<file path="src/rtl/lcd_msg_formatter.sv">
// lcd_msg_formatter: latches a display mode and two binary cent amounts,
// converts both to BCD with a shared-schedule double-dabble, then streams a
// complete 2x16 ASCII frame to the LCD driver over a valid/ready link.
// Optional feature macro: LCD_LZB_EN (leading-zero blanking of integer digits).
module lcd_msg_formatter #(
  parameter int VAL_W       = 14,
  parameter int INT_DIGITS  = 2,
  parameter int FRAC_DIGITS = 2
) (
  input  logic             clk,
  input  logic             rst,
  input  logic [1:0]       mode,
  input  logic [VAL_W-1:0] val_a,
  input  logic [VAL_W-1:0] val_b,
  input  logic             update,
  output logic             busy,
  output logic             char_valid,
  input  logic             char_ready,
  output logic [7:0]       char_data,
  output logic [4:0]       char_addr,
  output logic             frame_done
);
  localparam int ND     = INT_DIGITS + FRAC_DIGITS;
  localparam int FW     = ND + 1;
  localparam int FSTART = 16 - FW;
  localparam int EQCOL  = 15 - FW;
  localparam int CW     = $clog2(VAL_W + 1);

  function automatic logic [63:0] pow10(input int unsigned n);
    logic [63:0] r;
    r = 64'd1;
    for (int unsigned i = 0; i < n; i++) r = r * 64'd10;
    return r;
  endfunction

  localparam logic [63:0] LIMIT = pow10(ND);

  localparam logic [127:0] T_BLANK  = "                ";
  localparam logic [127:0] T_INSERT = "INSERT COIN     ";
  localparam logic [127:0] T_SOLD   = "SOLD OUT        ";
  localparam logic [127:0] T_OWED   = "price owed      ";
  localparam logic [127:0] T_PAID   = "price paid      ";
  localparam logic [127:0] T_CHANGE = "change          ";
  localparam logic [127:0] T_THANK  = "thank you       ";

  typedef enum logic [1:0] {S_IDLE, S_CONV, S_SEND, S_DONE} state_t;

  state_t            r_state;
  logic [1:0]        r_mode;
  logic [VAL_W-1:0]  r_bin_a, r_bin_b;
  logic [4*ND-1:0]   r_bcd_a, r_bcd_b;
  logic              r_sat_a, r_sat_b;
  logic              r_pend;
  logic [CW-1:0]     r_cnt;

  logic [4*ND-1:0]   w_adj_a, w_adj_b, w_bcd;
  logic [4:0]        w_addr;
  logic [3:0]        w_col;
  logic              w_row, w_fld, w_sat;
  logic [127:0]      w_txt;
  logic [7:0]        w_char;

  // Add 3 to every BCD digit >= 5 ahead of the shift.
  function automatic logic [4*ND-1:0] add3(input logic [4*ND-1:0] b);
    logic [4*ND-1:0] r;
    r = b;
    for (int unsigned i = 0; i < ND; i++)
      if (r[4*i +: 4] >= 4'd5) r[4*i +: 4] = r[4*i +: 4] + 4'd3;
    return r;
  endfunction

  // One character of the right-justified numeric field at column col.
  function automatic logic [7:0] field_char(input logic [3:0] col,
                                            input logic [4*ND-1:0] bcd,
                                            input logic sat);
    int unsigned p, d;
    logic [7:0]  c;
    p = 32'(col) - 32'(FSTART);
    c = 8'h2E;
    if (p != INT_DIGITS) begin
      d = (p < INT_DIGITS) ? p : p - 1;
      if (sat) c = "9";
      else     c = 8'h30 + 8'(bcd[4*(ND-1-d) +: 4]);
`ifdef LCD_LZB_EN
      if (!sat && p + 1 < INT_DIGITS) begin
        logic lead;
        lead = 1'b1;
        for (int unsigned k = 0; k < INT_DIGITS; k++)
          if (k <= p && bcd[4*(ND-1-k) +: 4] != 4'd0) lead = 1'b0;
        if (lead) c = " ";
      end
`endif
    end
    return c;
  endfunction

  // Digit correction for both conversions running in lockstep.
  always_comb begin
    w_adj_a = add3(r_bcd_a);
    w_adj_b = add3(r_bcd_b);
  end

  // Character for the next address to be presented. Outside SEND this is
  // address 0, a label column, so it never depends on unfinished BCD.
  always_comb begin
    w_addr = (r_state == S_SEND) ? char_addr + 5'd1 : '0;
    w_col  = w_addr[3:0];
    w_row  = w_addr[4];
    w_bcd  = w_row ? r_bcd_b : r_bcd_a;
    w_sat  = w_row ? r_sat_b : r_sat_a;
    w_fld  = 1'b0;
    w_txt  = T_BLANK;
    unique case (r_mode)
      2'd0:    w_txt = w_row ? T_BLANK : T_INSERT;
      2'd1:    begin w_txt = w_row ? T_PAID : T_OWED;    w_fld = 1'b1;   end
      2'd2:    begin w_txt = w_row ? T_THANK : T_CHANGE; w_fld = !w_row; end
      default: w_txt = w_row ? T_BLANK : T_SOLD;
    endcase
    if (w_fld && 32'(w_col) >= 32'(FSTART))
      w_char = field_char(w_col, w_bcd, w_sat);
    else if (w_fld && 32'(w_col) == 32'(EQCOL))
      w_char = "=";
    else
      w_char = w_txt[8*(4'd15 - w_col) +: 8];
  end

  // Control FSM: latch, convert, stream 32 characters, signal completion.
  always_ff @(posedge clk or posedge rst) begin
    if (rst) begin
      r_state    <= S_IDLE;
      r_mode     <= '0;
      r_bin_a    <= '0;
      r_bin_b    <= '0;
      r_bcd_a    <= '0;
      r_bcd_b    <= '0;
      r_sat_a    <= 1'b0;
      r_sat_b    <= 1'b0;
      r_pend     <= 1'b0;
      r_cnt      <= '0;
      busy       <= 1'b0;
      char_valid <= 1'b0;
      char_data  <= '0;
      char_addr  <= '0;
      frame_done <= 1'b0;
    end else begin
      if (r_state != S_IDLE) r_pend <= r_pend | update;
      unique case (r_state)
        S_IDLE: begin
          if (update || r_pend) begin
            r_mode  <= mode;
            r_bin_a <= val_a;
            r_bin_b <= val_b;
            r_sat_a <= 64'(val_a) >= LIMIT;
            r_sat_b <= 64'(val_b) >= LIMIT;
            r_bcd_a <= '0;
            r_bcd_b <= '0;
            r_cnt   <= '0;
            r_pend  <= 1'b0;
            busy    <= 1'b1;
            r_state <= S_CONV;
          end
        end
        S_CONV: begin
          {r_bcd_a, r_bin_a} <= {w_adj_a, r_bin_a} << 1;
          {r_bcd_b, r_bin_b} <= {w_adj_b, r_bin_b} << 1;
          r_cnt <= r_cnt + 1'b1;
          if (r_cnt == CW'(VAL_W - 1)) begin
            char_valid <= 1'b1;
            char_addr  <= '0;
            char_data  <= w_char;
            r_state    <= S_SEND;
          end
        end
        S_SEND: begin
          if (char_ready) begin
            if (char_addr == 5'd31) begin
              char_valid <= 1'b0;
              char_data  <= '0;
              char_addr  <= '0;
              frame_done <= 1'b1;
              r_state    <= S_DONE;
            end else begin
              char_addr <= w_addr;
              char_data <= w_char;
            end
          end
        end
        default: begin
          frame_done <= 1'b0;
          busy       <= 1'b0;
          r_state    <= S_IDLE;
        end
      endcase
    end
  end
endmodule

</file>
<file path="config.mk">
export PLATFORM = sky130hd
export DESIGN_NAME = lcd_msg_formatter
export DESIGN_NICKNAME = d
export VERILOG_FILES = /design/src/rtl/lcd_msg_formatter.sv
export SDC_FILE = /design/constraint.sdc
export NUM_CORES = 1
export LEC_CHECK = 0
export BUFFER_PORTS_ARGS = -buffer_cell sky130_fd_sc_hd__buf_2
export CAP_MARGIN = 20
export CORE_ASPECT_RATIO = 1.1
export CORE_MARGIN = 5
export CORE_UTILIZATION = 61
export CTS_CLUSTER_SIZE = 8
export DETAILED_ROUTE_END_ITERATION = 8
export HOLD_SLACK_MARGIN = 0.08
export PLACE_DENSITY = 0.92
export SYNTH_ARGS = -nofsm -noshare
export SYNTH_HDL_FRONTEND = slang
export SYNTH_SLANG_ARGS = --single-unit
</file>
<file path="constraint.sdc">
create_clock -name clk -period 4.4 [get_ports clk]
set_clock_uncertainty 0.2 [all_clocks]
set_input_delay 0 -clock clk [delete_from_list [all_inputs] [get_ports clk]]
set_output_delay 0 -clock clk [all_outputs]
set_load 0.02 [all_outputs]
</file>
==> impl_results.md, run 1 <==
* Library cell contributing the largest single delay on the critical path: sky130_fd_sc_hd__ha_1
* Number of storage elements in the synthesis netlist at 86
* Cell-internal power at 2240 uW
* Crit-path cells: inv_1 -> ha_1 -> nand2b_1 -> ha_1 -> nor2b_1 -> nand2_1 -> a21oi_1 -> o21ai_0 -> a21oi_1 -> o211ai_2 -> a22oi_2
* Initial Util at 61.9%
* Antenna violations before repair at 0
* Maxcap violations at 0
* First drt pass iteration count at 6
* Aggregate global routing overflow at 0
* Reg2reg setup slack at 0.61 ns
* Startpoint of the worst hold path: val_a[0]
* Largest delay share family, worst path: adder cells
* Final Hold Viols at 0
* Power per cell area at 664 mW/mm^2
* Count of cells along the worst hold path at 3
* Async set or reset register ratio after synthesis at 100%
* Layout-stage area growth over the synthesis result at 14.0%
* Wire length of the first global-routing pass at 31,600 um
* Final setup violation count at 0
* End point of the most critical hold path: r_bin_a[0]$_DFFE_PP0P_
* Post-CTS sizing at 0
* Count of port buffers added during placement at 48
* Critical Path End Type: register
* Synthesized Nets at 768
* Fmax at 264 MHz
* Clock root cell: sky130_fd_sc_hd__clkbuf_8
* Buf/Inv on CP at 1
* Result of the run: completed
* Layout Nets at 827
* Number of flops mapped to enable cells by yosys at 0
* Leading cell types in the layout, fill and taps excluded: sky130_fd_sc_hd__dfrtp_1 (86), sky130_fd_sc_hd__a21oi_1 (69), sky130_fd_sc_hd__nor2_1 (66), sky130_fd_sc_hd__nand2_1 (63), sky130_fd_sc_hd__o21ai_0 (57)
* Routed vias at 6,066
* Period utilization at 86.1%
* Number of nets with antenna violations after detailed routing at 0
* Synth Flop Type: sky130_fd_sc_hd__dfrtp_1
* Post-synthesis cell count at 703
* Clock Path Buffers at 2
* Reg2Reg Capture Point: char_data[1]$_DFFE_PP0P_
* Total routing usage reported by global routing at 32.8%
* Yosys warnings at 0
* Data required time of the critical path at 4.51 ns
* Placeable core region at 0.00975 sq mm
* Wire length per cell at 22.0 um
* Clock tree from TritonCTS: done
* Part of the total power dissipated in sequential elements at 28.0%
* Clock network fraction of total power at 12.7%
* Leading cell type in the layout, fill and taps excluded: sky130_fd_sc_hd__dfrtp_1
* Startpoint of the most critical register-to-register path: r_state[0]$_DFFE_PP0P_
* CTS clock-pin slew for the worst setup and hold paths at 0.10 ns
* CTS hold repair buffers at 40
* Final weighted congestion of routability-driven global placement at 1.00
* CP arrival at 3.90 ns
* Clock buffers created by TritonCTS at 9
* Summed negative setup slack over all endpoints at 0 ns
* Kind of launch point of the worst setup path: register
* Switch share at 51.1%
* DRC violation count after routing at 0
* Vias per cell at 6.84
* Slew at the pin closest to its max-slew limit at 1.04 ns
* Highest net fanout along the worst path at 23
* Period minus WS final at 3.79 ns
* WHS at 0.218 ns
* # IOs at 50
* Part of the total power dissipated in combinational logic at 59.3%
* Number of post-CTS setup repair buffers at 0
* Die Span X at 105 um
* Part of the Yosys area used for sequential elements at 35.7%
* Post-synthesis instance area at 0.00603 sq mm
* H-Tree Level Count at 3
* Category of the most critical setup path: register to register
* CP peak stage delay at 0.84 ns
* Hold Crit Class: primary input to register
* Total wire length at 19,500 um
* Detailed-placement wirelength estimate at 12,500 um
* Reg2reg path depth at 11
* Clock sink count at 86
* Count of different cell masters after synthesis at 74
* Static leakage power at 0.00289 uW
* Vias in the first global route at 6,102
* Maximum number of pins on one net before global-route repair at 47
* Die Outline Area at 0.0120 sq mm
* Setup repair after global routing missed its margin: no
* Row count at 38
* Mapped Avg Cell Area at 8.58 sq um
* Max rail drop VDD at 0.596 mV
* Die H at 114 um
* Layout cell share with drive strength beyond 1 at 12.4%
* Switching component of the power at 2330 uW
* Number of DRC markers in iteration 0 at 729
* Max Transition Viols Final at 0
* Max-slew headroom at 30.2%
* Worst-Skew Late Latency at 0.40 ns
* Number of antenna diodes at 0
-- metrics by stage --
stage	cell area, sq um	std cells	util [%]	worst slack, ns	total power, uW
floorplan	6030	703	-	1.31	3120
global placement	6290	831	64.5	0.867	3680
detailed placement	6290	831	64.5	0.761	3780
CTS	6880	887	70.6	0.726	4400
global route	6880	887	70.6	0.316	4830
finish	6880	887	70.6	0.614	4570
-- cells in the mapped netlist (all sizes together), types with 3 or more instances --
| cell | instances | area, sq um |
|---|---|---|
| dfrtp | 86 | 2150 |
| a211oi | 9 | 85.1 |
| nor2b | 10 | 62.6 |
| o2bb2ai | 3 | 26.3 |
| buf | 23 | 128 |
| nor4 | 4 | 25.0 |
| mux2i | 36 | 373 |
| o21bai | 3 | 22.5 |
| nand3 | 9 | 45.0 |
| o22ai | 18 | 113 |
| a21oi | 72 | 368 |
| a22oi | 5 | 42.5 |
| a22o | 5 | 43.8 |
| inv | 30 | 113 |
| o21ai | 61 | 309 |
| a32o | 8 | 80.1 |
| a31oi | 8 | 50.1 |
| o211ai | 6 | 50.1 |
| nand2b | 16 | 100 |
| o31ai | 19 | 143 |
| ha | 31 | 388 |
| o311ai | 3 | 26.3 |
| xnor2 | 12 | 105 |
| and2 | 6 | 40.0 |
| clkbuf | 25 | 93.8 |
| nand4 | 4 | 25.0 |
| nand2 | 63 | 236 |
| nor2 | 66 | 248 |
| xor2 | 10 | 87.6 |
| o32ai | 8 | 70.1 |
| and3 | 5 | 32.5 |
-- state kept, by name (all words and copies together), names as in the netlist --
| signal | flops |
|---|---|
| r_bcd_a | 16 |
| r_bcd_b | 16 |
| r_bin_a | 14 |
| r_bin_b | 14 |
| char_data | 7 |
| char_addr | 5 |
| r_cnt | 4 |
| r_mode | 2 |
| r_state | 2 |
| busy | 1 |
| char_valid | 1 |
| frame_done | 1 |
| r_pend | 1 |
| r_sat_a | 1 |
| r_sat_b | 1 |
-- routing by layer --
layer  track usage [%]  vias up  part of all wire (%)
met5                 0        -                     0
met4              17.6        0                   5.5
met3              5.53      101                   8.1
met2              58.9      413                    51
met1              37.0     2874                    36
li1                  -     2678                     -
-- worst max-delay path by stage --
| stage | from | cells after the start | slack, ns | to |
|---|---|---|---|---|
| finish | r_state[0]$_DFFE_PP0P_ | 11 | 0.61 | char_data[1]$_DFFE_PP0P_ |
| global route | r_state[0]$_DFFE_PP0P_ | 11 | 0.32 | char_data[1]$_DFFE_PP0P_ |
| CTS | r_state[0]$_DFFE_PP0P_ | 11 | 0.73 | char_data[1]$_DFFE_PP0P_ |
| detailed placement | r_state[0]$_DFFE_PP0P_ | 11 | 0.76 | char_data[1]$_DFFE_PP0P_ |
| global placement | r_state[0]$_DFFE_PP0P_ | 11 | 0.87 | char_data[3]$_DFFE_PP0P_ |
| floorplan | char_addr[0]$_DFFE_PP0P_ | 13 | 1.31 | char_data[0]$_DFFE_PP0P_ |
-- power by group through the flow --
| stage | sequential [uW] | clock (uW) | combinational (uW) |
|---|---|---|---|
| final | 1280 | 580 | 2710 |
| after global placement | 1240 | 0 | 2440 |
| after global routing | 1300 | 602 | 2930 |
| after floorplan | 1250 | 0 | 1860 |
| after CTS | 1240 | 556 | 2600 |
| after detailed placement | 1260 | 0 | 2520 |
-- kinds of logic (layout without fill, tap and decap cells) --
kind of cell	count (synthesis)	in the layout	share of synthesized area [%]
other	1	1	0.0622
adders and majority gates	31	31	6.43
xor gates and xnor gates	22	22	3.20
DFF	86	86	35.7
and+or+nand+nor	191	191	14.5
AOI/OAI and AO/OA	255	255	27.7
muxes	39	39	6.93
buffers and inverters	78	142	5.54
-- worst reg2reg max path, cell delays in order (launching register included) --
cell	delay (ns)
sky130_fd_sc_hd__dfrtp_1	0.43
sky130_fd_sc_hd__inv_1	0.12
sky130_fd_sc_hd__ha_1	0.45
sky130_fd_sc_hd__nand2b_1	0.34
sky130_fd_sc_hd__ha_1	0.84
sky130_fd_sc_hd__nor2b_1	0.24
sky130_fd_sc_hd__nand2_1	0.06
sky130_fd_sc_hd__a21oi_1	0.35
sky130_fd_sc_hd__o21ai_0	0.23
sky130_fd_sc_hd__a21oi_1	0.22
sky130_fd_sc_hd__o211ai_2	0.11
sky130_fd_sc_hd__a22oi_2	0.12
-- final cells by class --
type | instances | area, sq um
clock buffer | 10 | 138
tap | 120 | 150
clock inverter | 6 | 52.6
sequential | 86 | 2150
inverter | 30 | 114
fill | 672 | 2870
timing repair buffer | 96 | 713
multi-input combinational | 539 | 3560
Power figures use the tool's default switching activity.
==> run 2, diff against run 1 <==
--- a/config.mk
+++ b/config.mk
@@ -9,11 +9,11 @@
 export CAP_MARGIN = 20
 export CORE_ASPECT_RATIO = 1.1
 export CORE_MARGIN = 5
-export CORE_UTILIZATION = 61
+export CORE_UTILIZATION = 45
 export CTS_CLUSTER_SIZE = 8
 export DETAILED_ROUTE_END_ITERATION = 8
 export HOLD_SLACK_MARGIN = 0.08
-export PLACE_DENSITY = 0.92
+export PLACE_DENSITY = 0.74
 export SYNTH_ARGS = -nofsm -noshare
 export SYNTH_HDL_FRONTEND = slang
 export SYNTH_SLANG_ARGS = --single-unit
==> run 2 against run 1 <==
  * Sequential power barely moved
  * Die area is 32% higher
  * First-iteration DRC count is 19% lower
  * Global-route usage decreased by 10 points
  * Routed wire length is 9.4% lower
  * Non-clock buffer count grew 2
  * Flip-flop and latch count unchanged
  * Worst hold slack lost 0.0077 ns
  * Maximum frequency increased by 3.2%
  * Final cell count rose by 4.8%
  * Clock power rose by 39%
  * Largest cell class unchanged
  * Largest power group unchanged
==> impl_results.md, run 2 (synthesis gave the netlist of run 1 again) <==
* Layout Nets at 829 (+0.24%)
* Largest delay share family, worst path: adder cells
* Die Span X at 120 um (+15%)
* First drt pass iteration count at 6 (unchanged)
* Switch share at 47.2% (-3.8 points)
* Crit-path cells: ha_1 -> inv_1 -> nor2_1 -> ha_1 -> nor2b_1 -> nand2_1 -> a21oi_1 -> o21ai_0 -> a21oi_1 -> o211ai_2 -> a22oi_2
* Static leakage power at 0.00295 uW (+2.3%)
* Count of port buffers added during placement at 48 (unchanged)
* Part of the total power dissipated in combinational logic at 55.9% (-3.4 points)
* Total routing usage reported by global routing at 22.4% (-10 points)
* Hold Crit Class: primary input to register
* Fmax at 273 MHz (+3.2%)
* H-Tree Level Count at 3 (unchanged)
* Row count at 44 (+16%)
* Kind of launch point of the worst setup path: register
* Number of post-CTS setup repair buffers at 0 (unchanged)
* Summed negative setup slack over all endpoints at 0 ns (unchanged)
* # IOs at 50 (unchanged)
* Aggregate global routing overflow at 0 (unchanged)
* Buf/Inv on CP at 1 (unchanged)
* Detailed-placement wirelength estimate at 12,100 um (-2.6%)
* Max rail drop VDD at 0.383 mV (-36%)
* Number of nets with antenna violations after detailed routing at 0 (unchanged)
* Pre-CTS setup slack at 0.774 ns (+0.0129 ns)
* Result of the run: completed
* Antenna violations before repair at 0 (unchanged)
* Total Power at 4660 uW (+1.9%)
* Category of the most critical setup path: register to register
* Final setup violation count at 0 (unchanged)
* Worst setup slack after layout at 0.733 ns (+0.119 ns)
* Highest net fanout along the worst path at 23 (unchanged)
* Vias in the first global route at 5,810 (-4.8%)
* CP arrival at 3.74 ns (-0.16 ns)
* Max Transition Viols Final at 0 (unchanged)
* Critical Path End Type: register
* Layout cell share with drive strength beyond 1 at 12.6% (+0.23 points)
* Vias per cell at 6.16 (-9.9%)
* Cell-internal power at 2460 uW (+9.9%)
* Clock network fraction of total power at 17.3% (+4.6 points)
* Library cell contributing the largest single delay on the critical path: sky130_fd_sc_hd__ha_1
* Wire length of the first global-routing pass at 29,000 um (-8.3%)
* Setup repair after global routing missed its margin: no
* Number of DRC markers in iteration 0 at 588 (-19%)
* Worst-Skew Late Latency at 0.34 ns (-0.06 ns)
* Number of antenna diodes at 0 (unchanged)
* WHS at 0.210 ns (-0.00768 ns)
* DRC violation count after routing at 0 (unchanged)
* Placeable core region at 0.0132 sq mm (+35%)
* CTS hold repair buffers at 40 (unchanged)
* Clock tree from TritonCTS: done
* Die Outline Area at 0.0158 sq mm (+32%)
* Leading cell types in the layout, fill and taps excluded: sky130_fd_sc_hd__dfrtp_1 (86), sky130_fd_sc_hd__a21oi_1 (69), sky130_fd_sc_hd__nor2_1 (66), sky130_fd_sc_hd__nand2_1 (63), sky130_fd_sc_hd__o21ai_0 (57)
* Wire length per cell at 19.0 um (-14%)
* Period utilization at 83.3% (-2.7 points)
* Maximum number of pins on one net before global-route repair at 54 (+15%)
* Period minus WS final at 3.67 ns (-0.119 ns)
* Routed vias at 5,733 (-5.5%)
* CP peak stage delay at 0.64 ns (-0.20 ns)
* Clock Path Buffers at 2 (unchanged)
* Data required time of the critical path at 4.47 ns (-0.04 ns)
* Total wire length at 17,700 um (-9.4%)
* Clock buffers created by TritonCTS at 9 (unchanged)
* Largest registers: r_bcd_a: 16 flops, r_bcd_b: 16 flops
* Initial Util at 45.8% (-16 points)
* Part of the total power dissipated in sequential elements at 26.9% (-1.1 points)
* Maxcap violations at 0 (unchanged)
* Post-CTS sizing at 0 (unchanged)
* Switching component of the power at 2200 uW (-5.7%)
* Final Hold Viols at 0 (unchanged)
* Slew at the pin closest to its max-slew limit at 1.07 ns (+0.0254 ns)
* Leading cell type in the layout, fill and taps excluded: sky130_fd_sc_hd__dfrtp_1
* Max-slew headroom at 28.2% (-2.0 points)
* CTS clock-pin slew for the worst setup and hold paths at 0.07 ns (-0.03 ns)
* Power per cell area at 660 mW/mm^2 (-0.63%)
* Number of fill cells in the layout at 1,197 (+78%)
* Layout-stage area growth over the synthesis result at 17.0%
* Final weighted congestion of routability-driven global placement at 0.934 (-6.6%)
* Clock sink count at 86 (unchanged)
* Clock root cell: sky130_fd_sc_hd__clkbuf_16
* Die H at 131 um (+15%)
==> run 2: changes by cell type in the layout (fill, tap and decap cells not counted), sizes merged <==
cell,change
buf,+2
bufinv,+1
clkinv,-1
clkinvlp,-1
inv,+1
==> run 2: area by class of cell <==
type / count / area [sq um] / area share [%]
tap: 161 / 201 / 2.86
sequential: 86 / 2150 / 30.5
timing repair buffer: 98 / 716 / 10.1
clock buffer: 10 / 239 / 3.39
multi-input combinational: 539 / 3560 / 50.4
clock inverter: 6 / 75.1 / 1.06
inverter: 30 / 114 / 1.61
==> run 2: worst paths after layout <==
path | slack (ns) | cells past startpoint | from | end
max in group asynchronous | 2.29 | 5 | rst | r_bcd_a[6]$_DFFE_PP0P_
max | 0.73 | 11 | char_addr[1]$_DFFE_PP0P_ | char_data[1]$_DFFE_PP0P_
min | 0.21 | 3 | val_a[0] | r_bin_a[0]$_DFFE_PP0P_
min in group asynchronous | 0.60 | 4 | rst | r_mode[1]$_DFFE_PP0P_
min reg2reg | 0.28 | 2 | char_data[6]$_DFFE_PP0P_ | char_data[6]$_DFFE_PP0P_
max reg2reg | 0.73 | 11 | char_addr[1]$_DFFE_PP0P_ | char_data[1]$_DFFE_PP0P_
==> run 2: power groups by stage <==
stage,Sequential [uW],Combinational (uW),Clock [uW]
after global routing,1280,2860,841
after global placement,1240,2450,0
after floorplan,1250,1860,0
after CTS,1240,2550,823
final,1250,2600,804
after detailed placement,1260,2480,0
==> run 2: worst reg2reg max path, delay by kind of cell, from the launching register on <==
| family | cells | cell delay, ns |
|---|---|---|
| AND/OR/NAND/NOR | 3 | 0.61 |
| buffers and inverters | 1 | 0.21 |
| flip-flops | 1 | 0.43 |
| AO/OA/AOI/OAI | 5 | 0.98 |
| adder cells (fa/ha/maj) | 2 | 1.16 |
==> run 2: metal layers <==
layer | routed length, um | up-vias | share of wire, % | track usage, %
met5 | 0 | - | 0 | 0
met4 | 850 | 0 | 4.8 | 12.2
met3 | 1110 | 69 | 6.3 | 3.74
met2 | 8530 | 268 | 48 | 38.3
met1 | 7180 | 2710 | 41 | 26.6
li1 | - | 2686 | - | -
==> run 2: metrics by stage <==
stage          std cells  cell area, sq um  utilization [%]
4_1_cts              930              7050             53.6
3_5_place_dp         874              6340             48.2
2_1_floorplan        703              6030                -
5_1_grt              930              7050             53.6
3_3_place_gp         874              6340             48.2
6_report             930              7050             53.6
==> run 3, diff against run 2 <==
--- a/config.mk
+++ b/config.mk
@@ -5,6 +5,7 @@
 export SDC_FILE = /design/constraint.sdc
 export NUM_CORES = 1
 export LEC_CHECK = 0
+export ABC_AREA = 1
 export BUFFER_PORTS_ARGS = -buffer_cell sky130_fd_sc_hd__buf_2
 export CAP_MARGIN = 20
 export CORE_ASPECT_RATIO = 1.1
==> constraint.sdc (replaced) <==
create_clock -name clk -period 3.5 [get_ports clk]
set_clock_uncertainty 0.2 [all_clocks]
set_input_delay 0 -clock clk [delete_from_list [all_inputs] [get_ports clk]]
set_output_delay 0 -clock clk [all_outputs]
set_load 0.02 [all_outputs]
==> run 3 against run 2 <==
  * Final area fell by 3.8%
  * Final cell count grew 9.4%
  * Combinational power increased by 9.6%
  * First-iteration DRC count down 49%
  * Via count is 3.1% lower
  * Critical path type unchanged
  * Area after synthesis down 4.6%
  * Largest power group unchanged
  * Highest routed layer unchanged
  * Critical endpoint unchanged
  * Largest cell class unchanged
==> impl_results.md, run 3 <==
* Layout cell share with drive strength beyond 1 at 12.9% (+0.29 points)
* Total routing usage reported by global routing at 19.6% (-2.8 points)
* Final Hold Viols at 0 (unchanged)
* Clock sink count at 86 (unchanged)
* Largest area contributor in the netlist: sky130_fd_sc_hd__dfrtp_1
* Period utilization at 86.2% (+2.9 points)
* Total wire length at 14,400 um (-18%)
* Routed vias at 5,558 (-3.1%)
* Static leakage power at 0.00319 uW (+7.9%)
* CP arrival at 3.06 ns (-0.68 ns)
* Part of the total power dissipated in sequential elements at 28.5% (+1.6 points)
* Async set or reset register ratio after synthesis at 100% (unchanged)
* Count of different cell masters after synthesis at 45 (-39%)
* Hold Crit Class: primary input to register
* Period minus WS final at 3.02 ns (-0.649 ns)
* Count of cells along the worst hold path at 4 (+1)
* Synth area leaders: sky130_fd_sc_hd__dfrtp_1 (37%), sky130_fd_sc_hd__nand2_1 (12%), sky130_fd_sc_hd__ha_1 (6.7%)
* Clock network fraction of total power at 18.3% (+1.0 points)
* Synth top area share at 37.4% (+1.7 points)
* Number of flops mapped to enable cells by yosys at 0 (unchanged)
* Cell-internal power at 2830 uW (+15%)
* Mapped Avg Cell Area at 7.36 sq um (-14%)
* Leading cell type in the layout, fill and taps excluded: sky130_fd_sc_hd__nand2_1
* Switch share at 47.0% (-0.21 points)
* Yosys warnings at 0 (unchanged)
* Fmax at 331 MHz (+22%)
* Result of the run: completed
* Post-synthesis cell count at 782 (+11%)
* Max-slew headroom at 56.1% (+28 points)
* Critical Path End Type: register
* Data required time of the critical path at 3.54 ns (-0.93 ns)
* Post-synthesis instance area at 0.00575 sq mm (-4.6%)
* Layout Nets at 920 (+11%)
* Initial Util at 45.7% (-0.12 points)
* Die H at 129 um (-2.1%)
* Total Power at 5350 uW (+15%)
* Part of the Yosys area used for sequential elements at 37.4% (+1.7 points)
* Most frequently used cell type in the post-synthesis netlist: sky130_fd_sc_hd__nand2_1
* Slew at the pin closest to its max-slew limit at 0.653 ns (-0.416 ns)
* Antenna violations before repair at 0 (unchanged)
* Die Span X at 118 um (-2.1%)
* Highest net fanout along the worst path at 37 (+61%)
* Die Outline Area at 0.0152 sq mm (-4.2%)
* Wire length of the first global-routing pass at 25,000 um (-14%)
* Final setup violation count at 0 (unchanged)
* Maxcap violations at 0 (unchanged)
* # IOs at 50 (unchanged)
* Category of the most critical setup path: register to register
* CTS clock-pin slew for the worst setup and hold paths at 0.06 ns (about the same)
* Detailed-placement wirelength estimate at 9940 um (-18%)
* Placeable core region at 0.0126 sq mm (-4.3%)
* Number of storage elements in the synthesis netlist at 86 (unchanged)
* Switching component of the power at 2510 uW (+14%)
* Vias in the first global route at 5,345 (-8.0%)
* Power per cell area at 788 mW/mm^2 (+19%)
* Count of port buffers added during placement at 48 (unchanged)
* Maximum number of pins on one net before global-route repair at 62 (+15%)
* Synthesized Nets at 847 (+10%)
* Leading post-synthesis cells by instance count: sky130_fd_sc_hd__nand2_1 (183), sky130_fd_sc_hd__inv_1 (96), sky130_fd_sc_hd__dfrtp_1 (86)
* Wire length per cell at 14.2 um (-25%)
* Number of DRC markers in iteration 0 at 299 (-49%)
* Worst-Skew Late Latency at 0.35 ns (about the same)
* Kind of launch point of the worst setup path: register
* Leading cell types in the layout, fill and taps excluded: sky130_fd_sc_hd__nand2_1 (183), sky130_fd_sc_hd__inv_1 (95), sky130_fd_sc_hd__dfrtp_1 (86), sky130_fd_sc_hd__nor2_1 (76), sky130_fd_sc_hd__o21ai_0 (58)
* Vias per cell at 5.47 (-11%)
* Clock root cell: sky130_fd_sc_hd__clkbuf_16
* Clock tree from TritonCTS: done
* Clock buffers created by TritonCTS at 9 (unchanged)
* Number of antenna diodes at 0 (unchanged)
* Aggregate global routing overflow at 0 (unchanged)
* Final weighted congestion of routability-driven global placement at 0.959 (+2.7%)
* Setup repair after global routing missed its margin: no
* Max Transition Viols Final at 0 (unchanged)
* Part of the total power dissipated in combinational logic at 53.3% (-2.6 points)
* Layout-stage area growth over the synthesis result at 17.9%
* Max rail drop VDD at 0.621 mV (+62%)
* DRC violation count after routing at 0 (unchanged)
* First drt pass iteration count at 5 (-1)
* Synth Flop Type: sky130_fd_sc_hd__dfrtp_1
* Summed negative setup slack over all endpoints at 0 ns (unchanged)
* Largest registers: r_bcd_a: 16 flops, r_bcd_b: 16 flops
* Clock Path Buffers at 2 (unchanged)
* Row count at 43 (-2.3%)
* Number of nets with antenna violations after detailed routing at 0 (unchanged)
* H-Tree Level Count at 3 (unchanged)
* Reg2reg path depth at 17 (+6)
[run 3: cell types whose count changed after synthesis, moves of 16 or more]
cell	previous run	this run
sky130_fd_sc_hd__a31oi_1	8	31
sky130_fd_sc_hd__a21oi_1	70	18
sky130_fd_sc_hd__o31ai_1	19	2
sky130_fd_sc_hd__nand2b_1	16	0
sky130_fd_sc_hd__nand2_1	63	183
sky130_fd_sc_hd__inv_1	28	96
sky130_fd_sc_hd__nand3_1	9	50
sky130_fd_sc_hd__mux2i_1	35	0
[run 3: repair_timing]
action / in CTS / in global routing
gates resized for setup: 0 / 0
setup buffers: 0 / 0
hold buffers: 33 / 1
endpoints found under the setup margin: 0 / 0
hold endpoints to repair: 99 / 9
[run 3: final timing paths]
| check | from | slack, ns | to |
|---|---|---|---|
| min | mode[0] | 0.21 | r_mode[0]$_DFFE_PP0P_ |
| max reg2reg | char_addr[0]$_DFFE_PP0P_ | 0.48 | char_data[1]$_DFFE_PP0P_ |
| max | char_addr[0]$_DFFE_PP0P_ | 0.48 | char_data[1]$_DFFE_PP0P_ |
| min reg2reg | char_data[2]$_DFFE_PP0P_ | 0.28 | char_data[2]$_DFFE_PP0P_ |
| min in group asynchronous | rst | 0.47 | frame_done$_DFFE_PP0P_ |
| max in group asynchronous | rst | 1.73 | r_bcd_a[13]$_DFFE_PP0P_ |
[run 3: stage by stage]
step                std cells  worst slack [ns]  util [%]  instance area, sq um  hold WS (ns)
CTS                      1015             0.497      53.6                  6750         0.188
global route             1017             0.198      53.9                  6790         0.239
detailed placement        966             0.524      48.6                  6120        0.0134
finish                   1017             0.482      53.9                  6790         0.214
global placement          966             0.547      48.6                  6120        0.0152
floorplan                 782             0.810         -                  5750       -0.0790
[run 3: final cells by class]
cell class                 count  area [sq um]
timing repair buffer          92           676
clock buffer                  11           243
multi-input combinational    559          3050
inverter                     107           405
fill                        1191          5800
tap                          157           196
clock inverter                 5          58.8
sequential                    86          2150
[run 3: cells by family (layout without fill, tap and decap cells)]
logic type / after synthesis / count (layout) / synth area share, %
compound gates: 176 / 176 / 18.6
buf+inv: 137 / 215 / 9.65
flops: 86 / 86 / 37.4
simple gates: 344 / 344 / 26.4
mux: 1 / 1 / 0.196
other cells: 1 / 1 / 0.0652
xor+xnor: 6 / 6 / 0.913
fa+ha+maj: 31 / 31 / 6.74
[run 3: power by group through the flow]
stage | clock network (uW) | logic (uW) | registers [uW]
3_3_place_gp | 0 | 2750 | 1530
4_1_cts | 997 | 2820 | 1520
5_1_grt | 1030 | 3200 | 1570
3_5_place_dp | 0 | 2780 | 1540
2_1_floorplan | 0 | 2060 | 1570
6_report | 976 | 2850 | 1520
[run 3: critical path, stage by stage (launching register included)]
cell,delay [ns]
sky130_fd_sc_hd__dfrtp_1,0.48
sky130_fd_sc_hd__ha_1,0.26
sky130_fd_sc_hd__nand2_1,0.15
sky130_fd_sc_hd__nor2_1,0.07
sky130_fd_sc_hd__ha_1,0.29
sky130_fd_sc_hd__nand2_2,0.09
sky130_fd_sc_hd__buf_4,0.31
sky130_fd_sc_hd__nor2_4,0.07
sky130_fd_sc_hd__inv_1,0.12
sky130_fd_sc_hd__nand2_1,0.08
sky130_fd_sc_hd__o21ai_0,0.27
sky130_fd_sc_hd__o21ai_1,0.10
sky130_fd_sc_hd__nand3_1,0.08
sky130_fd_sc_hd__nand3_1,0.08
sky130_fd_sc_hd__nand3_1,0.08
sky130_fd_sc_hd__a21oi_1,0.07
sky130_fd_sc_hd__nand2_1,0.06
sky130_fd_sc_hd__nand2_1,0.04
[run 3: per-layer routing]
metal / GRT usage [%] / wire length (um)
met1: 24.6 / 6310
met2: 33.8 / 6930
met3: 3.25 / 797
met4: 7.89 / 365
met5: 0 / 0
